### src/rtl/sqrt_pkg.sv
// Shared definitions for the sequential integer square-root unit.
//
// Contents:
//   state_t    - control FSM states (IDLE, CALC, DONE)
//   MAX_RW     - largest root width the step function supports
//   rem_t      - working-remainder type at maximum width (MAX_RW+2 bits)
//   root_t     - partial-root type at maximum width (MAX_RW bits)
//   step_t     - {rem, root} result of one restoring iteration
//   sqrt_step  - one bit-serial restoring square-root iteration
//
// Callers zero-extend their narrower rem/root into rem_t/root_t and slice
// the result back down. The restoring invariant rem <= 2*root keeps every
// intermediate value inside the caller's own RW+2 bits, so the slicing is
// exact.
package sqrt_pkg;

    typedef enum logic [1:0] {
        IDLE = 2'd0,
        CALC = 2'd1,
        DONE = 2'd2
    } state_t;

    localparam int MAX_RW = 32;

    typedef logic [MAX_RW+1:0] rem_t;
    typedef logic [MAX_RW-1:0] root_t;

    typedef struct packed {
        rem_t  rem;
        root_t root;
    } step_t;

    // One iteration: bring down the next operand bit pair, try to subtract
    // (root<<2)|1, and shift the outcome of that trial into the root.
    function automatic step_t sqrt_step(
        input rem_t       rem,
        input root_t      root,
        input logic [1:0] pair
    );
        logic [MAX_RW+3:0] acc;
        logic [MAX_RW+3:0] trial;
        logic              ge;
        step_t             res;

        // Both are computed at full MAX_RW+4 width so nothing is lost
        // before the comparison.
        acc   = {rem, pair};
        trial = {2'b00, root, 2'b01};
        ge    = (acc >= trial);

        res.rem  = ge ? rem_t'(acc - trial) : rem_t'(acc);
        res.root = {root[MAX_RW-2:0], ge};
        return res;
    endfunction

endpackage

### src/rtl/sqrt_seq_dp.sv
// Datapath of the sequential square-root unit.
//
// Holds the operand shifter, the working remainder / partial root
// registers and the registered result (root with optional rounding and
// saturation, floor remainder). Sequencing comes from the control FSM in
// sqrt_seq.
//
// Ports:
//   clk     in   clock, rising edge
//   rst     in   asynchronous reset, active-high; clears every register
//   load    in   latch dt_in / rnd_in, clear remainder and root
//   step    in   perform one restoring iteration
//   finish  in   compute and register dt / rem / sat
//   rnd_in  in   round-to-nearest select, captured on load
//   dt_in   in   WIDTH-bit operand, captured on load
//   dt      out  RW-bit root (rounded when selected), held until next finish
//   rem     out  RW+1-bit floor remainder, held until next finish
//   sat     out  rounding saturated, held until next finish
module sqrt_seq_dp
    import sqrt_pkg::*;
#(
    parameter int WIDTH = 16
) (
    input  logic               clk,
    input  logic               rst,
    input  logic               load,
    input  logic               step,
    input  logic               finish,
    input  logic               rnd_in,
    input  logic [WIDTH-1:0]   dt_in,
    output logic [WIDTH/2-1:0] dt,
    output logic [WIDTH/2:0]   rem,
    output logic               sat
);

    localparam int RW = WIDTH / 2;

    logic [WIDTH-1:0] opnd;
    logic [RW+1:0]    rem_q;
    logic [RW-1:0]    root_q;
    logic             rnd_q;

    step_t            st;
    logic             unused_step;

    logic [RW:0]      root_inc;
    logic             round_up;
    logic [RW-1:0]    dt_next;
    logic             sat_next;

    // The step function works at maximum width; only the low RW+2 / RW bits
    // carry information, the rest are always zero.
    assign st          = sqrt_step(rem_t'(rem_q), root_t'(root_q), opnd[WIDTH-1:WIDTH-2]);
    assign unused_step = ^st;

    // Rounding: the true root lies above root+0.5 exactly when the floor
    // remainder exceeds the floor root. Rounding up past the RW-bit range
    // clamps to all ones and flags saturation.
    always_comb begin
        root_inc = {1'b0, root_q} + {{RW{1'b0}}, 1'b1};
        round_up = rnd_q && (rem_q > {2'b00, root_q});
        dt_next  = root_q;
        sat_next = 1'b0;
        if (round_up) begin
            if (root_inc[RW]) begin
                dt_next  = '1;
                sat_next = 1'b1;
            end else begin
                dt_next  = root_inc[RW-1:0];
            end
        end
    end

    always_ff @(posedge clk or posedge rst) begin
        if (rst) begin
            opnd   <= '0;
            rem_q  <= '0;
            root_q <= '0;
            rnd_q  <= 1'b0;
            dt     <= '0;
            rem    <= '0;
            sat    <= 1'b0;
        end else begin
            if (load) begin
                opnd   <= dt_in;
                rnd_q  <= rnd_in;
                rem_q  <= '0;
                root_q <= '0;
            end else if (step) begin
                opnd   <= {opnd[WIDTH-3:0], 2'b00};
                rem_q  <= st.rem[RW+1:0];
                root_q <= st.root[RW-1:0];
            end

            if (finish) begin
                dt  <= dt_next;
                // The floor remainder never exceeds 2*root, so RW+1 bits hold it.
                rem <= rem_q[RW:0];
                sat <= sat_next;
            end
        end
    end

endmodule

### src/rtl/sqrt_seq.sv
// Sequential integer square root: floor(sqrt(x)) and x - floor(sqrt(x))^2
// for an unsigned WIDTH-bit operand, one root bit per clock, with optional
// round-to-nearest on the root.
//
// Handshake: start_i is accepted only in IDLE (and only when abort_i is
// low); busy_o is high from the cycle after acceptance through the DONE
// cycle, RW+2 cycles in all; done_o pulses for the single DONE cycle, RW+1
// rising edges after the accepting edge, with dt_o/rem_o/sat_o already
// valid. start_i while busy is dropped. abort_i in CALC returns to IDLE
// without done_o; in DONE it has no effect. Results hold until the next
// DONE.
//
// Ports:
//   clk      in   clock, rising edge
//   rst_i    in   asynchronous reset, active-high
//   start_i  in   start request
//   abort_i  in   synchronous abort of an operation in progress
//   rnd_i    in   round-to-nearest select, sampled with start_i
//   dt_i     in   WIDTH-bit operand, sampled with start_i
//   busy_o   out  high in CALC and DONE
//   done_o   out  one-cycle completion pulse
//   dt_o     out  RW-bit root, registered
//   rem_o    out  RW+1-bit floor remainder, registered
//   sat_o    out  rounding saturated, registered
module sqrt_seq
    import sqrt_pkg::*;
#(
    parameter int WIDTH = 16
) (
    input  logic               clk,
    input  logic               rst_i,
    input  logic               start_i,
    input  logic               abort_i,
    input  logic               rnd_i,
    input  logic [WIDTH-1:0]   dt_i,
    output logic               busy_o,
    output logic               done_o,
    output logic [WIDTH/2-1:0] dt_o,
    output logic [WIDTH/2:0]   rem_o,
    output logic               sat_o
);

    localparam int RW = WIDTH / 2;
    localparam int CW = $clog2(RW) + 1;

    if ((WIDTH % 2) != 0 || WIDTH < 4 || WIDTH > 2 * MAX_RW) begin : g_bad_width
        $error("sqrt_seq: WIDTH must be even, >= 4 and <= %0d", 2 * MAX_RW);
    end

    state_t        state;
    state_t        state_next;
    logic [CW-1:0] cnt;
    logic          load;
    logic          step;
    logic          finish;

    always_ff @(posedge clk or posedge rst_i) begin
        if (rst_i) begin
            state <= IDLE;
        end else begin
            state <= state_next;
        end
    end

    // CALC runs RW iteration cycles (cnt 0..RW-1) and one further cycle at
    // cnt == RW that registers the result on its way into DONE.
    always_comb begin
        state_next = state;
        load       = 1'b0;
        step       = 1'b0;
        finish     = 1'b0;
        unique case (state)
            IDLE: begin
                if (start_i && !abort_i) begin
                    load       = 1'b1;
                    state_next = CALC;
                end
            end
            CALC: begin
                if (abort_i) begin
                    state_next = IDLE;
                end else if (cnt == CW'(RW)) begin
                    finish     = 1'b1;
                    state_next = DONE;
                end else begin
                    step       = 1'b1;
                end
            end
            DONE: begin
                state_next = IDLE;
            end
            default: begin
                state_next = IDLE;
            end
        endcase
    end

    always_ff @(posedge clk or posedge rst_i) begin
        if (rst_i) begin
            cnt <= '0;
        end else if (load) begin
            cnt <= '0;
        end else if (step) begin
            cnt <= cnt + CW'(1);
        end
    end

    assign busy_o = (state == CALC) || (state == DONE);
    assign done_o = (state == DONE);

    sqrt_seq_dp #(
        .WIDTH (WIDTH)
    ) u_dp (
        .clk    (clk),
        .rst    (rst_i),
        .load   (load),
        .step   (step),
        .finish (finish),
        .rnd_in (rnd_i),
        .dt_in  (dt_i),
        .dt     (dt_o),
        .rem    (rem_o),
        .sat    (sat_o)
    );

endmodule

### config.mk
export PLATFORM = sky130hd
export DESIGN_NAME = sqrt_seq
export DESIGN_NICKNAME = d
export VERILOG_FILES = /design/src/rtl/sqrt_pkg.sv /design/src/rtl/sqrt_seq_dp.sv /design/src/rtl/sqrt_seq.sv
export SDC_FILE = /design/constraint.sdc
export NUM_CORES = 1
export LEC_CHECK = 0
export CORE_MARGIN = 2
export CORE_UTILIZATION = 56
export CTS_CLUSTER_DIAMETER = 100
export DETAILED_ROUTE_END_ITERATION = 16
export PLACE_DENSITY = 0.79
export SLEW_MARGIN = 20
export SYNTH_ARGS = -nofsm -noshare
export SYNTH_HDL_FRONTEND = slang
export SYNTH_SLANG_ARGS = --single-unit
### constraint.sdc
create_clock -name clk -period 2.5 [get_ports clk]
set_input_delay 0.5 -clock clk [delete_from_list [all_inputs] [get_ports clk]]
set_output_delay 0.5 -clock clk [all_outputs]
set_load 0.01 [all_outputs]
# --- After elaboration in Yosys (flattened, before gate mapping) ---
# Index checks and enable logic that the tools add are counted.
classes:
  div: 0
  mux: 25
  n_lt_le_gt_ge: 2
  reduce_logical: 7
  bitwise_logic: 0
  eq_ne: 5
  n_addsub: 3
  shift: 0
  multipliers: 0
op_table:
  columns: ["cell", "n"]
  rows:
  - ["$mux 16", 2]
  - ["$mux 8", 4]
  - ["$mux 10", 3]
  - ["$ge 12x10->1", 1]
  - ["$gt 10x8->1", 1]
  - ["$mux 1", 10]
  - ["$sub 10x10->10", 1]
  - ["$add 8x1->9 const B", 1]
  - ["$mux 4", 2]
  - ["$mux 2", 3]
  - ["$add 4x1->4 const B", 1]
  - ["$eq 4x4->1 const B", 1]
  - ["$pmux 2 s2", 1]
  - ["$ne 3x3->1 const B", 1]
  - ["$eq 2x1->1 const B", 1]
  - ["$eq 2x2->1 const B", 1]
  - ["$logic_and 1x1->1", 2]
  - ["$logic_not 2->1", 1]
  - ["$ne 2x2->1 const B", 1]
  - ["$reduce_and 2->1", 1]
  - ["$reduce_bool 2->1", 1]
  - ["$logic_not 1->1", 1]
  - ["$logic_or 1x1->1", 1]
totals:
  ff_bits: 59
  latch_bits: 0
  ramBits: 0
  n_memories: 0
  inputBits: 21
  mem_bits_ro: 0
  output_inout_bits: 20
  word_cells: 51

# --- Depth between registers and ports, before layout ---
depth:
  depth_word: 6
  depth_mapped: 10
  depth_no_buf: 8

# --- Modules after synthesis ---
# Synthesis repeated with hierarchy kept, for this count alone.
unflattened:
  cells_unflattened: 358
  hier_area_um2: 3425.8
modules_own_cells:
  columns: ["mod", "instances", "cells_per_inst", "area_per_inst_um2", "seq_area_each_um2"]
  rows:
  - ["sqrt_seq_dp", 1, 314, 3021.6, 1326.3]
  - ["sqrt_seq", 1, 44, 404.1, 150.1]

# --- Worst setup path before layout ---
# No wires, ideal clock.
synth_timing:
  path_kind: "flip-flop to flip-flop"
  from: "reg u_dp.root_q[7]"
  to: "reg u_dp.dt[7]"
  required_ns: 2.374
  path_stages_with_launch: 9
  slack_ns: 0.360
  n_path_buf: 1
  synth_period_minus_slack_ns: 2.140
  setup_ns: 0.126
  arrival_time_ns: 2.015
  path_cell_list: "dfrtp_1 inv_1 ha_1 a2111o_1 a221oi_2 nor2_2 buf_6 a211oi_1 nor3_1"
synth_via:
  elab_chain_cells: 3
  word_cells_on_any_way: 5
  classes_between: "add/sub (1); order compare (1); mux (2); reduce/logical (1)"
synth_rtl:
  columns: ["item", "line_no", "text"]
  rows:
  - ["from (decl)", "sqrt_seq_dp.sv:40", "logic [RW-1:0] root_q;"]
  - ["from (signal assigned)", "sqrt_seq_dp.sv:92", "root_q <= st.root[RW-1:0];"]
  - ["$add 8x1->9 or $gt 10x8->1 (tied branches)", "sqrt_seq_dp.sv:60, sqrt_seq_dp.sv:61", null]
  - ["$mux 8 or $logic_and 1x1->1 (tied branches)", "sqrt_seq_dp.sv:65, sqrt_seq_dp.sv:61", null]
  - ["$mux 8 *", "sqrt_seq_dp.sv:64", "if (round_up) begin"]
  - ["to (signal assigned)", "sqrt_seq_dp.sv:96", "dt <= dt_next;"]
  - ["to (decl)", "sqrt_seq_dp.sv:31", "output logic [WIDTH/2-1:0] dt,"]
# Mark *: on every way between the ends. The rest lies on a longest branch, timed or not.
# A chain may end at the register's enable or synchronous reset.

# --- Final worst setup path ---
layout_timing:
  from: "reg u_dp.root_q[6]"
  to: "reg u_dp.dt[4]"
# Same word-level chain as after synthesis.

==> results summary <==
The worst setup path is of the register to register kind. The number of inserted diodes is 0. From synthesis to final layout, the design area changed by 23.01%. The post-synthesis compound-gate area fraction is 0.1849. The parity-gate share of the synthesized area counting xor and xnor cells is 0.02079. In this run the critical register-to-register path is captured at u_dp.dt[4]. The largest net degree at the start of global routing came out at 60. The maximum ir drop on the vdd rail came out at 0.6730 mV. Averaged over all synthesized cells, the footprint is 8.512 µm².

The worst setup path is launched from a register. The worst setup slack before clock tree synthesis is 32.23 ps. The most used flip-flop cell after synthesis is dfrtp_1. The post-layout worst setup margin came out at 115.7 ps. The total of max-cap violations is 0. In the final routed layout, each cell accounts on average for 15.31 µm. In the finished design, the share of the clock period the worst path needs comes to 0.9537. The depth of the worst hold-timing path is 2.

For this block, the routed nets add up to 8.053 mm of wire. The final max-slew violation count is 0. The multiplexer share of the synthesized area is 0.005939.

The power density over cell area came out at 1143 nW/µm². The number of placed instances, taps included came out at 507. For this run, the share of the core covered by cells in the final layout is 0.7045.

The die extent in y is 81.59 µm. The multi-input logic area came out at 1732 µm². The netlist area before placement is 3371 µm².

The share of synthesized cell area in full adder, half adder and majority cells came out at 0.06310. The worst hold path begins at u_dp.sat. The via count of the first global-routing pass came out at 2948. The share of layout cells above drive strength 1 came out at 0.1086. Of the post-synthesis cell area, the dominant cell type holds 0.4380. The netlist uses 51 different library cells. The number of detailed-routing iterations run before antenna repair came out at 4. For this configuration, the core starts out at a cell density of 0.5727. In this run, synthesis produced a sequential element count of 59. The worst-case clock buffer depth came out at 2.

The highest fanout seen on the critical path came out at 15. The register area came out at 1479 µm². The post-synthesis net count came out at 434. The class of the most critical hold timing path is register to register.

The combinational family with the most area after synthesis is simple AND/OR/NAND/NOR gates. Dividing the detail-routed via count by the number of cells gives 5.779. The root buffer cell chosen for the clock tree is clkbuf_8.

The number of warnings printed during yosys synthesis came out at 0. The most critical setup path has its startpoint at u_dp.root_q[6]. Data arrives at the worst endpoint at 2620 ps. The share of synthesized area occupied by flip-flops and latches came out at 0.4380. In this run the static leakage power is 1.875 nW. In this run the standard cell core region covers 5886 µm². The count of nets left with antenna violations once routing finished came out at 0. The path with the worst hold slack has its endpoint at u_dp.sat. Of the total synthesized cell area, the portion taken by AND, OR, NAND and NOR gates is 0.2350. The die boundary width is 81.59 µm. The number of hold buffers added after CTS was 0.

The number of non-filler instances in the completed layout came out at 526. The count of unresolved DRC violations after routing came out at 0. The number of clock sinks seen by CTS came out at 59. The total placed instance area is 3923 µm². The filler cells instantiated in the layout total 486. The path depth of the worst reg2reg path is 9. The half-perimeter wire length after placement is 5.512 mm. The placer's final routability congestion estimate is 0.9426.

The total overflow left after global routing is 0. The startpoint identified for the worst register-to-register timing path is u_dp.root_q[6]. The number of antenna violations at the first check in global routing is 0. In this run the count of I/O pins placed on the die edge is 41. The final clock skew came out at 6.011 ps. The overall via count from detail_route came out at 3040. The flop-to-flop setup slack came out at 120 ps. The count of mapped cells out of synthesis is 396. The violation count after the first detailed-routing iteration is 211. CTS built an H-tree with a depth of 3.

The clock latency on the worst-skew pair came out at 350 ps. The number of port buffers came out at 40. Leaving out fill and tap cells, the most frequent cell in the layout is nand2_1. The final layout net count came out at 484.

In the layout the commonest cells are nand2_1 (92), dfrtp_1 (57), clkdlybuf4s50_1 (40). In this run, synthesis inferred 0 flip-flops with an integrated enable. The cell type contributing the most total cell area after synthesis is dfrtp_1.

The worst setup path is captured at a register. The die area is 6656 µm². The shortest clock period the worst path allows after layout came out at 2384 ps.

The share of flip-flops with an asynchronous set or reset after synthesis came out at 1.000. The wire length of the first global-routing pass is 13.63 mm. The worst-case headroom to the max-slew limit came out at 0.6173. The total CTS buffers came out at 9. On the final layout, the worst hold slack is 468.6 ps. Setup violations remaining at the end of the flow were counted as 0.

The slew at the pin closest to its max-slew limit is 574.1 ps. Sorting the synthesized cells by area gives the leading types as dfrtp_1 (44%), nand2_1 (10%), ha_1 (6.3%). The run finished with clean final reports.

The number of core rows is 28. STA puts the critical path data required time at 2740 ps. TritonCTS built the clock tree. Static timing analysis puts the maximum clock frequency at 419.4 MHz. Setup repair after global routing could not meet its margin everywhere. The cell area after layout is 4146 µm². The global routing usage summed across all routing layers came out at 0.2704. The count of final hold-check violations came out at 0. The clock edge transition at the registers on the reported setup and hold paths is 70 ps.
[registers in the layout, indices dropped and copies added, names as in the netlist]
signal	flops
u_dp.sat	1
u_dp.dt	8
u_dp.rnd_q	1
u_dp.rem_q	10
cnt	4
u_dp.rem	9
u_dp.root_q	8
u_dp.opnd	16
state	2
[report_power, final]
| group | switching (W) | internal (W) | leakage, nW | total, W |
|---|---|---|---|---|
| Sequential | 0.000232 | 0.00123 | 0.766 | 0.00146 |
| Combinational | 0.00138 | 0.00104 | 1.01 | 0.00242 |
| Clock | 0.000367 | 0.000488 | 0.0947 | 0.000855 |
| Total | 0.00198 | 0.00276 | 1.87 | 0.00474 |
[cell type report]
class                   count  area share
clock inverters             2    0.008449
flip-flops and latches     59      0.3567
well taps                  75     0.02263
inverters                  19     0.01720
clock buffers              14     0.03681
repair buffers             61      0.1406
multi-input cells         296      0.4176
[synth_stat cells, types with 3 or more instances]
cell,n
nand3_1,10
ha_1,17
and3_1,5
a21o_1,3
dfrtp_1,59
nor2b_1,7
a21oi_1,24
xnor2_1,4
xor2_1,4
nand4_1,3
and2_1,3
clkbuf_1,14
nand2_1,92
buf_2,6
a41oi_1,4
o31ai_1,3
a211oi_1,4
nor2_1,35
inv_1,19
a31oi_1,16
o21ai_0,13
o21ai_1,4
nor3_1,9
[stage by stage]
| step | total power, W | setup TNS (ps) |
|---|---|---|
| floorplan | 0.003174 | 0 |
| global placement | 0.003714 | 0 |
| detailed placement | 0.003770 | 0 |
| CTS | 0.004690 | 0 |
| global route | 0.005107 | -8.916 |
| finish | 0.004739 | 0 |
[cell families (layout without fill, tap and decap cells)]
logic type | count (synthesis) | count (layout)
adders and majority gates | 17 | 17
muxes | 2 | 2
buffers and inverters | 41 | 96
DFF | 59 | 59
AOI/OAI and AO/OA | 91 | 91
xor gates and xnor gates | 8 | 8
and+or+nand+nor | 178 | 178
[how the worst max path moves through the flow]
stage,endpoint,slack [ps],cells past startpoint
after CTS,u_dp.dt[3],50,8
after global placement,u_dp.dt[3],140,8
after global routing,u_dp.dt[3],-9,9
after floorplan,u_dp.dt[7],360,8
final,u_dp.dt[4],120,9
after detailed placement,u_dp.dt[3],30,8
[layer usage]
metal	track usage	vias up	wire (µm)	share of wire
met5	0	-	0	0
met4	0.1150	0	214	0.027
met3	0.05275	21	394	0.049
met2	0.4623	92	3948	0.49
met1	0.3338	1458	3495	0.43
li1	-	1469	-	-
[worst max-delay path, cell delays in order (launching register included)]
cell	delay [ps]
dfrtp_1	430
inv_1	110
ha_1	390
nand4bb_1	210
nor2_2	260
a221oi_2	110
nor2_4	300
buf_4	180
a31oi_1	80
a22o_1	220
[repair_timing]
item                       CTS  global route
resized for setup            1             3
pin swaps                    0             2
buffers inserted             0             3
setup endpoints to repair    4             3
Note: power is estimated with default switching activity, not from simulation.
==> RTL edit 1, RTL diff (config.mk and constraints unchanged) <==
Register the inputs `start_i`, `abort_i`, `rnd_i` and `dt_i` before use, cleared by the reset. The logic sees them one clock later.
--- a/src/rtl/sqrt_seq.sv
+++ b/src/rtl/sqrt_seq.sv
@@ -45,2 +45,21 @@
 
+    logic start_q;
+    logic abort_q;
+    logic rnd_r;
+    logic [WIDTH-1:0] dt_q;
+
+    always_ff @(posedge clk or posedge rst_i) begin
+        if (rst_i) begin
+            start_q <= '0;
+            abort_q <= '0;
+            rnd_r   <= '0;
+            dt_q    <= '0;
+        end else begin
+            start_q <= start_i;
+            abort_q <= abort_i;
+            rnd_r   <= rnd_i;
+            dt_q    <= dt_i;
+        end
+    end
+
     if ((WIDTH % 2) != 0 || WIDTH < 4 || WIDTH > 2 * MAX_RW) begin : g_bad_width
@@ -73,3 +92,3 @@
             IDLE: begin
-                if (start_i && !abort_i) begin
+                if (start_q && !abort_q) begin
                     load       = 1'b1;
@@ -79,3 +98,3 @@
             CALC: begin
-                if (abort_i) begin
+                if (abort_q) begin
                     state_next = IDLE;
@@ -118,4 +137,4 @@
         .finish (finish),
-        .rnd_in (rnd_i),
-        .dt_in  (dt_i),
+        .rnd_in (rnd_r),
+        .dt_in  (dt_q),
         .dt     (dt_o),
Behaviour: not the same (Yosys sat finds a counterexample within 4 cycles, from zero or initial values and one cycle with rst_i high).
==> RTL edit 1 against the original RTL <==
Synthesized area up 15%; global-route usage shrank 4.1 points; highest routed layer unchanged; sequential cell count grew 19; power is 6.1% higher; setup slack is essentially flat; routed wire length increased by 1.1%; design area up 11%; synthesized cell count grew 0.51%.
==> RTL edit 1: results (changes against the original RTL) <==
power:
  cellLeakagePower_nw: 2.03  # +8.2%
  vdd.ir_drop.worst_v: 0.000667  # -0.85%
final_layout:
  largest_registers: "dt_q (16), u_dp.opnd (16), u_dp.rem_q (10)"
  fillers: 507  # +4.3%
  drive_gt1_frac: 0.125  # +0.0166
  fin_nets: 480  # -0.83%
placement:
  dpl.hpwl_um: 5680  # +3.1%
  gp_congestion: 0.934  # -0.87%
  pre_cts_ws_ns: 0.161  # +0.128 ns
synth:
  netlist_top_cells_count: "dfrtp_1 (78), nand2_1 (76), nor2_1 (30), a21oi_1 (28), o21ai_0 (20)"
  synth_area_leaders: "dfrtp_1 (51%), nand2_1 (7.4%), ha_1 (5.5%)"
  synth_xor_area_frac: 0.0182  # -0.00263
  synthAdderAreaFrac: 0.0551  # -0.00800
  yosysSeqAreaShare: 0.506  # +0.0677
  syn_nets: 436  # +0.46%
  synth_compound_area_frac: 0.164  # -0.0212
  synth_mux_area_frac: 0.0363  # +0.0304
clock_network:
  path_clk_slew_ns: 0.09  # +0.02 ns
  ctsResizeCount: 0  # -1
grt:
  track_usage: 0.230  # -0.0408
  grt_pass1_vias: 2820  # -4.3%
  grt_first_pass_wirelength_um: 13400  # -1.5%
detailed_routing:
  drt_iter0_drc: 257  # +22%
  wire_per_inst_um: 15.4  # +0.90%
  viasPerCell: 5.78  # about the same
critical_path:
  max_stage_delay_ns: 0.50  # +0.07 ns
  r2r_end: "u_dp.dt[7]$_DFFE_PP0P_"
  reg2reg_depth: 8  # -1
  worst-path-max-fanout: 8  # -7
sta:
  whs_ns: 0.473  # +0.00426 ns
  final.setup_skew_ns: 0.0110  # +0.00498 ns
  slew_headroom: 0.588  # -0.0295
  fin_ws_ns: 0.115  # -0.000296 ns
hold_path:
  min-delay-start: "dt_q[1]$_DFF_PP0_"
  hold_end: "u_dp.opnd[1]$_DFFE_PP0P_"
status:
  status: "completed"
## RTL edit 1: metrics by stage
step | cells | total power (W) | area [sq um] | setup TNS [ns]
6_report | 527 | 0.00503 | 4610 | 0
5_1_grt | 527 | 0.00542 | 4610 | -0.0193
4_1_cts | 527 | 0.00503 | 4610 | 0
3_5_place_dp | 511 | 0.00409 | 4420 | 0
3_3_place_gp | 511 | 0.00401 | 4420 | 0
2_1_floorplan | 398 | 0.00350 | 3860 | 0
## RTL edit 1: worst max path at each step
stage,startpoint,end
finish,u_dp.root_q[6]$_DFFE_PP0P_,u_dp.dt[7]$_DFFE_PP0P_
global route,u_dp.root_q[6]$_DFFE_PP0P_,u_dp.dt[7]$_DFFE_PP0P_
CTS,u_dp.root_q[7]$_DFFE_PP0P_,u_dp.rem_q[6]$_DFFE_PP0P_
detailed placement,u_dp.root_q[7]$_DFFE_PP0P_,u_dp.dt[3]$_DFFE_PP0P_
global placement,u_dp.root_q[7]$_DFFE_PP0P_,u_dp.rem_q[6]$_DFFE_PP0P_
floorplan,rst_i,abort_q$_DFF_PP0_
## RTL edit 1: per-layer routing
metal	up-vias	wire length (um)	GRT usage
met3	17	447	0.0493
li1	1468	-	-
met5	-	0	0
met4	0	145	0.0795
met1	1469	3560	0.311
met2	91	3990	0.366
## RTL edit 1: area by class of cell
class	count	area, sq um	share of cell area
sequential	78	1950	0.424
multi-input combinational	279	1750	0.379
timing repair buffer	55	551	0.119
clock buffer	9	124	0.0269
tap	80	100	0.0217
inverter	19	71.3	0.0155
clock inverter	7	65.1	0.0141
## RTL edit 1: power by group
part	internal, W	switching (W)	total [W]
clock	0.000385	0.000523	0.000908
combinational	0.000971	0.00135	0.00232
sequential	0.00155	0.000255	0.00180
==> RTL edit 2, RTL diff (config.mk and constraints unchanged) <==
Made on the original files. `WIDTH` is set to 16 in 2 places; all go to 32.
--- a/src/rtl/sqrt_seq_dp.sv
+++ b/src/rtl/sqrt_seq_dp.sv
@@ -21,3 +21,3 @@
 #(
-    parameter int WIDTH = 16
+    parameter int WIDTH = 32
 ) (
--- a/src/rtl/sqrt_seq.sv
+++ b/src/rtl/sqrt_seq.sv
@@ -27,3 +27,3 @@
 #(
-    parameter int WIDTH = 16
+    parameter int WIDTH = 32
 ) (
Interface: changed (resized dt_i, dt_o and rem_o); port bits go from 41 to 73. No check against the original RTL was run, so the function may have changed too.
==> RTL edit 2 against the original RTL <==
The run now ends with negative setup slack left; power increased by 93%; first-iteration DRC count increased by 92%; design area increased by 98%; setup slack got worse by 0.28 ns; sequential power increased by 77%; synthesized area increased by 79%; highest routed layer unchanged; sequential cell count increased by 49; routed wire length increased by 120%; combinational power increased by 120%.
==> RTL edit 2: results (changes against the original RTL) <==
status:
  status: "finished with violations"
  violations: "negative setup slack"
clock_network:
  htree_levels: 3  # unchanged
  clockRootBuffer: "clkbuf_8"
  path_clk_slew_ns: 0.10  # +0.03 ns
  cts.path.max_buffers: 2  # unchanged
  worstSkewPairLatency_ns: 0.41  # +0.06 ns
  numCtsBuffers: 9  # unchanged
final_layout:
  final_core_util: 0.788  # +0.0836
  drive_gt1_frac: 0.249  # +0.140
  fin_nets: 898  # +86%
  fillers: 683  # +41%
  antenna_cells: 0  # unchanged
  largest_registers: "u_dp.opnd (32), u_dp.rem_q (18), u_dp.rem (17)"
sta:
  fin_ws_ns: -0.162  # -0.278 ns
  final-setup-viol-count: 10  # +10
  final.setup_skew_ns: 0.0248  # +0.0188 ns
  setup_tns_ns: -0.648  # -0.648 ns
  worstMarginPinSlew_ns: 0.665  # +0.0907 ns
hold_path:
  min_path_type: "flip-flop to flip-flop"
critical_path:
  cp_data_arrival_time_ns: 2.95  # +0.33 ns
  critPathCaptureType: "flip-flop"
  cp-endpoint: "u_dp.dt[6]$_DFFE_PP0P_"
  worst-path-max-fanout: 8  # -7
  critical_path.top_delay_family: "compound AO/OA/AOI/OAI gates"
  reg2reg_depth: 11  # +2
  max_stage_delay_ns: 0.40  # -0.03 ns
  rr_startpoint: "u_dp.root_q[12]$_DFFE_PP0P_"
synth:
  yosysSeqAreaShare: 0.447  # +0.00929
  syn_nets: 742  # +71%
  async_flop_share: 1.00  # unchanged
  synth_area_leaders: "dfrtp_1 (45%), nand2_1 (8.1%), ha_1 (5.2%)"
  synth_warnings: 0  # unchanged
  netlist_top_cells_count: "nand2_1 (130), dfrtp_1 (108), a21oi_1 (57), nor2_1 (52), a31oi_1 (34)"
  synth_compound_area_frac: 0.200  # +0.0148
  synthAdderAreaFrac: 0.0518  # -0.0113
  syn_inst: 680  # +72%
  synth_xor_area_frac: 0.0261  # +0.00531
  synth_cell_types: 61  # +20%
  synth_mux_area_frac: 0.0499  # +0.0440
grt:
  track_usage: 0.312  # +0.0413
  grt_first_pass_wirelength_um: 28000  # +110%
  grt_max_degree: 109  # +82%
  grt_pass1_vias: 5782  # +96%
placement:
  gp_congestion: 0.936  # -0.71%
  portBuffers: 72  # +80%
  dpl.hpwl_um: 12100  # +120%
  pre_cts_ws_ns: -0.376  # -0.408 ns
  dp.cells: 948  # +87%
  placed_area_sq_um: 7600  # +94%
detailed_routing:
  viasPerCell: 6.00  # +3.8%
  firstDrtPassIters: 5  # +1
  wirelength_um: 17800  # +120%
  drt_iter0_drc: 406  # +92%
  wire_per_inst_um: 18.3  # +19%
  drc: 0  # unchanged
power:
  cellLeakagePower_nw: 3.63  # +94%
  intPower_w: 0.00534  # +94%
  vdd.ir_drop.worst_v: 0.000639  # -5.0%
RTL edit 2: cell types whose count changed after synthesis, moves of 18 or more:
| cell | delta |
|---|---|
| nand2_1 | +38 |
| dfrtp_1 | +49 |
| a31oi_1 | +18 |
| a21oi_1 | +33 |
| o21ai_0 | +19 |
RTL edit 2: routing by layer:
layer / vias to the layer above / track usage / wire [um] / share of wire
met3: 66 / 0.0569 / 1070 / 0.060
met2: 253 / 0.529 / 8910 / 0.50
met4: 0 / 0.154 / 759 / 0.043
met5: - / 0 / 0 / 0
met1: 2832 / 0.381 / 7110 / 0.40
li1: 2712 / - / - / -
RTL edit 2: timing repair:
action / 4_1_cts / 5_1_grt
hold endpoints to repair: 0 / 0
gates resized for setup: 24 / 40
pin swaps: 16 / 18
buffers inserted: 8 / 5
setup endpoints to repair: 32 / 23
RTL edit 2: layout make-up:
cell class	instances	share of cell area
multi-input cells	499	0.410
flip-flops and latches	108	0.330
repair buffers	185	0.200
well taps	136	0.0207
clock buffers	15	0.0203
inverters	33	0.0155
clock inverters	1	0.00366
RTL edit 2: worst reg2reg max path: stages, from the launching register on:
cell	delay, ns
dfrtp_1	0.40
inv_2	0.07
ha_4	0.27
and3_4	0.20
buf_6	0.10
nand4_1	0.14
buf_4	0.20
o31ai_4	0.33
o31ai_4	0.13
a21oi_4	0.27
a31oi_1	0.16
mux2_4	0.29
RTL edit 2: how the worst min path moves through the flow:
stage / from / to / slack, ns / depth (start not counted)
2_1_floorplan: u_dp.rnd_q$_DFFE_PP0P_ / u_dp.rnd_q$_DFFE_PP0P_ / 0.47 / 2
3_5_place_dp: u_dp.dt[1]$_DFFE_PP0P_ / u_dp.dt[1]$_DFFE_PP0P_ / 0.47 / 2
5_1_grt: u_dp.dt[8]$_DFFE_PP0P_ / u_dp.dt[8]$_DFFE_PP0P_ / 0.52 / 1
3_3_place_gp: u_dp.dt[8]$_DFFE_PP0P_ / u_dp.dt[8]$_DFFE_PP0P_ / 0.46 / 1
4_1_cts: u_dp.dt[1]$_DFFE_PP0P_ / u_dp.dt[1]$_DFFE_PP0P_ / 0.49 / 2
6_report: u_dp.dt[1]$_DFFE_PP0P_ / u_dp.dt[1]$_DFFE_PP0P_ / 0.49 / 2
RTL edit 2: power groups by stage:
stage | clock, W | combinational (W) | sequential (W)
global route | 0.00121 | 0.00587 | 0.00262
floorplan | 0 | 0.00295 | 0.00249
finish | 0.00113 | 0.00544 | 0.00258
CTS | 0.00114 | 0.00498 | 0.00253
detailed placement | 0 | 0.00465 | 0.00255
global placement | 0 | 0.00451 | 0.00253
